<file path="src/rtl/pipeline_run_ctrl.sv">
// Execution sequencer for the five-stage pipeline: global enable, stall controls,
// RUN/STEP/HALT command handling and drain-to-finish after a decoded halt instruction.
module pipeline_run_ctrl #(
  parameter int NB_CYCLES    = 32,
  parameter int DRAIN_CYCLES = 3
) (
  input  logic                 i_clock,
  input  logic                 i_reset,
  input  logic                 i_cmd_valid,
  input  logic [1:0]           i_cmd,
  output logic                 o_cmd_ready,
  input  logic                 i_hazard,
  input  logic                 i_halt_instr,
  output logic                 o_valid,
  output logic                 o_fetch_en,
  output logic                 o_bubble,
  output logic [2:0]           o_state,
  output logic                 o_finished,
  output logic [NB_CYCLES-1:0] o_cycle_count
);

  typedef enum logic [2:0] {
    S_IDLE     = 3'b000,
    S_RUN      = 3'b001,
    S_STEP     = 3'b010,
    S_DRAIN    = 3'b011,
    S_FINISHED = 3'b100
  } state_e;

  localparam logic [1:0] CMD_RUN  = 2'b01;
  localparam logic [1:0] CMD_STEP = 2'b10;
  localparam logic [1:0] CMD_HALT = 2'b11;

  // Drain counter only needs to hold DRAIN_CYCLES-1.
  localparam int            DW         = (DRAIN_CYCLES > 1) ? $clog2(DRAIN_CYCLES) : 1;
  localparam logic [DW-1:0] DRAIN_LOAD = DW'(DRAIN_CYCLES - 1);

  state_e                 state_q, state_d;
  logic [DW-1:0]          drain_q, drain_d;
  logic [NB_CYCLES-1:0]   count_q, count_d;
  logic                   cmd_fire;
  logic                   halt_taken;

  // State register
  always_ff @(posedge i_clock) begin
    if (!i_reset) begin
      state_q <= S_IDLE;
      drain_q <= '0;
      count_q <= '0;
    end else begin
      state_q <= state_d;
      drain_q <= drain_d;
      count_q <= count_d;
    end
  end

  // Next-state logic
  always_comb begin
    state_d = state_q;
    drain_d = drain_q;
    count_d = count_q;
    if (o_valid && (count_q != '1)) begin
      count_d = count_q + 1'b1;
    end
    case (state_q)
      S_IDLE: begin
        if (cmd_fire && (i_cmd == CMD_RUN)) begin
          state_d = S_RUN;
        end else if (cmd_fire && (i_cmd == CMD_STEP)) begin
          state_d = S_STEP;
        end
      end
      S_RUN: begin
        // A taken halt beats a simultaneous pause; the command is still consumed.
        if (halt_taken) begin
          state_d = S_DRAIN;
          drain_d = DRAIN_LOAD;
        end else if (cmd_fire && (i_cmd == CMD_HALT)) begin
          state_d = S_IDLE;
        end
      end
      S_STEP: begin
        if (halt_taken) begin
          state_d = S_DRAIN;
          drain_d = DRAIN_LOAD;
        end else begin
          state_d = S_IDLE;
        end
      end
      S_DRAIN: begin
        if (drain_q == '0) begin
          state_d = S_FINISHED;
        end else begin
          drain_d = drain_q - 1'b1;
        end
      end
      S_FINISHED: state_d = S_FINISHED;
      default:    state_d = S_IDLE;
    endcase
  end

  // Output decode; stall controls are combinational on the hazard request
  always_comb begin
    o_valid       = (state_q == S_RUN) || (state_q == S_STEP) || (state_q == S_DRAIN);
    o_cmd_ready   = (state_q == S_IDLE) || (state_q == S_RUN);
    o_finished    = (state_q == S_FINISHED);
    o_state       = state_q;
    o_fetch_en    = o_valid && !i_hazard && (state_q != S_DRAIN);
    o_bubble      = o_valid && i_hazard;
    o_cycle_count = count_q;
    cmd_fire      = i_cmd_valid && o_cmd_ready;
    halt_taken    = o_valid && i_halt_instr && !i_hazard;
  end

endmodule

</file>
<file path="config.mk">
export PLATFORM = sky130hd
export DESIGN_NAME = pipeline_run_ctrl
export DESIGN_NICKNAME = d
export VERILOG_FILES = /design/src/rtl/pipeline_run_ctrl.sv
export SDC_FILE = /design/constraint.sdc
export NUM_CORES = 1
export LEC_CHECK = 0
export BUFFER_PORTS_ARGS = -buffer_cell sky130_fd_sc_hd__buf_2
export CORE_MARGIN = 4
export CORE_UTILIZATION = 45
export CTS_CLUSTER_SIZE = 12
export DETAILED_ROUTE_END_ITERATION = 16
export GPL_TIMING_DRIVEN = 0
export MAX_ROUTING_LAYER = met4
export PLACE_DENSITY = 0.69
export SLEW_MARGIN = 0
export SYNTH_ARGS = -nofsm -noshare
export SYNTH_HDL_FRONTEND = slang
export SYNTH_SLANG_ARGS = --single-unit
</file>
<file path="constraint.sdc">
create_clock -name i_clock -period 2.3 [get_ports i_clock]
set_input_delay 0.23 -clock i_clock [delete_from_list [all_inputs] [get_ports i_clock]]
set_output_delay 0.23 -clock i_clock [all_outputs]
set_load 0.01 [all_outputs]
</file>
==> run_results.csv <==
group,metric,value,unit
cts,ctsHtreeMaxLevel,2,
global_route,grt_pass1_vias,1868,
critical_path,reg2reg_slack,0.24,ns
placement,dpl.cell_count,338,
synth,yosysWarnings,0,
critical_path,worstPathRequired,2.48,ns
min_path,hold_path.class,"in -> reg",
routing,wl_met2,2.54,mm
final_layout,utilization,58.2,%
timing,hold_viol_final,0,
floorplanning,fp.dieArea,5570,sq um
synth,synth_edf_count,0,
final_layout,fin_cells,346,
critical_path,crit_chain,"nand4_1, nor4_2, and3_1, buf_4, buf_6, o311ai_0, o41ai_1",
global_route,grt_pass1_wl,9.20,mm
critical_path,end_kind,"flip-flop",
timing,fin_ws,0.239,ns
timing,fin_setup_tns,0,ns
routing,wl_per_cell,16.0,um
timing,period_share,89.6,%
timing,setup_violations,0,
floorplanning,start_util,48.2,%
critical_path,r2r_cells,7,
pwr,power.density,545,nW/um^2
synth,synth_most_common_cell,"dfxtp_1",
floorplanning,core,4140,sq um
min_path,min_from,"i_reset",
routing,postRouteAntennaNets,0,
critical_path,startpoint_type,"flip-flop",
synth,syn_area,2000,sq um
synth,yosys_register_bits,37,
routing,detail_route.vias_per_cell,5.81,
routing,drtIter0Drc,140,
synth,synth_largest_area_cell,"dfxtp_1",
timing,layout_min_cycle_time,2.06,ns
global_route,grt_overflow,0,
critical_path,reg2reg_from,"o_cycle_count[15]$_SDFFE_PN0P_",
final_layout,diodes,0,
cts,cts_tree,"built",
synth,post_synth.cell_area_avg,8.25,sq um
synth,synth_top_area_share,37.1,%
floorplanning,std_cell_rows,23,
routing,drc,0,
pwr,leakage,0.000932,uW
placement,hpwl,3.92,mm
routing,drt-total-wl,5.53,mm
placement,gp_congestion,0.812,
critical_path,worst_path_max_delay_cell,"dfxtp_1",
synth,syn_nets,251,
critical_path,reg2reg_to,"o_cycle_count[31]$_SDFFE_PN0P_",
critical_path,crit_arrival,2.25,ns
timing,maxSlewViolCount,0,
critical_path,cp_max_fo,10,
min_path,hold_depth,3,
routing,num_vias,2011,
timing,worst_pin_slew,0.900,ns
timing,slew_headroom,39.2,%
cts,holdBufCountCts,0,
cts,root_buffer,"clkbuf_8",
synth,synthTopCellsByArea,"dfxtp_1, nand2_1, a21oi_1",
critical_path,cpPeakStageDelay,0.44,ns
final_layout,drive_above_1_share,22.6,%
final_layout,final_nets,304,
pwr,ir_worst_vdd,365,uV
routing,wl_met3,351,um
timing,fmax,0.485,GHz
floorplanning,die_h,74.6,um
placement,portBuffers,46,
cts,clk_pin_slew_worst_paths,0.08,ns
final_layout,fill_cells,406,
synth,ys.flop_type,"dfxtp_1",
cts,cts.path.max_buffers,2,
cts,cts.sinks,37,
final_layout,syn2layout_area_growth,20.8,%
global_route,antenna_found_initial,0,
global_route,grt_max_degree,12,
critical_path,critical_path_class,"reg -> reg",
cts,cts_buffers,5,
synth,syn_inst,242,
synth,yosysUniqueCellTypes,43,
synth,ys_async_sr_fraction,0,%
timing,skew,0.0120,ns
global_route,grt_usage,22.1,%
synth,synth.yosys.seq_area_share,37.1,%
run,drv_cap,0,
timing,rsz0062_at_grt,"false",
floorplanning,pin_count,47,
placement,dp_slack,0.228,ns
min_path,min_to,"o_cycle_count[20]$_SDFFE_PN0P_",
floorplanning,die_w,74.6,um
routing,firstDrtPassIters,4,
routing,top_layer_used,"met4",
outcome,status,"complete, no violations",
routing,drt-met1-wl,2.58,mm
cts,clk_latency,0.30,ns
synth,synthTopCellsByCount,"dfxtp_1, nand2_1, a21oi_1, or3_1, o21ai_1",
==> registers in the layout, indices dropped and copies added, names as in the netlist <==
register / cells
o_cycle_count: 32
drain_q: 2
o_state: 3
==> where the power goes <==
part / switching, uW / internal, uW / leakage, uW
Sequential: 8.05 / 646 / 0.000298
Combinational: 46.6 / 27.4 / 0.000575
Clock: 234 / 354 / 0.0000585
==> area by class of cell <==
class,count,area [sq um],share of cell area (%)
Clock inverter,1,30.0,1.24
Tap cell,50,62.6,2.59
Sequential cell,37,741,30.7
Buffer,12,72.6,3.01
Inverter,9,33.8,1.40
Clock buffer,7,86.3,3.58
Timing Repair Buffer,46,230,9.54
Multi-Input combinational cell,184,1160,47.9
==> layer usage <==
layer | up-vias | GRT usage (%)
met5 | - | -
met4 | 0 | 8.70
met3 | 7 | 4.01
met2 | 60 | 31.1
met1 | 928 | 31.3
li1 | 1016 | -
==> kinds of logic after synthesis <==
group	share of synthesized area, %
buf+inv	5.33
xor+xnor	0.439
flops	37.1
compound gates	19.0
fa+ha+maj	1.25
mux	3.01
simple gates	33.8
==> critical path, delay by kind of cell, from the launching register on <==
family	cells	cell delay, ns
and+or+nand+nor	3	0.91
DFF	1	0.44
buffers and inverters	2	0.35
AOI/OAI and AO/OA	2	0.25
==> per-stage QoR <==
| stage | area (sq um) | hold WS, ns | power [uW] |
|---|---|---|---|
| after floorplan | 2000 | 0.380 | 712 |
| after global placement | 2290 | 0.471 | 743 |
| after detailed placement | 2290 | 0.483 | 743 |
| after CTS | 2410 | 0.245 | 1320 |
| after global routing | 2410 | 0.259 | 1360 |
| final | 2410 | 0.244 | 1320 |
==> cells in the final DEF, fill, tap and decap left out, drive strengths merged, types with 9 or more instances in the layout <==
master,netlist,routed
o31ai,10,10
or4,11,11
buf,7,53
nand2,32,32
clkbuf,5,12
o21ai,12,12
inv,9,9
nand4,10,10
or3,12,12
a21oi,23,23
dfxtp,37,37
nor2,10,10
==> worst max path at each step <==
stage / start / to / slack (ns) / depth (start not counted)
6_report: o_cycle_count[15]$_SDFFE_PN0P_ / o_cycle_count[31]$_SDFFE_PN0P_ / 0.24 / 7
5_1_grt: o_cycle_count[0]$_SDFFE_PN0P_ / o_cycle_count[24]$_SDFFE_PN0P_ / 0.004 / 6
4_1_cts: o_cycle_count[15]$_SDFFE_PN0P_ / o_cycle_count[31]$_SDFFE_PN0P_ / 0.17 / 7
3_5_place_dp: o_cycle_count[15]$_SDFFE_PN0P_ / o_cycle_count[31]$_SDFFE_PN0P_ / 0.23 / 7
3_3_place_gp: o_cycle_count[15]$_SDFFE_PN0P_ / o_cycle_count[23]$_SDFFE_PN0P_ / 0.26 / 7
2_1_floorplan: o_cycle_count[0]$_SDFFE_PN0P_ / o_cycle_count[14]$_SDFFE_PN0P_ / 0.46 / 5
==> timing repair <==
action / in CTS / in global routing
buffers inserted: 0 / 0
resized for setup: 0 / 1
setup endpoints to repair: 0 / 21
(Power assumes the default switching activity.)
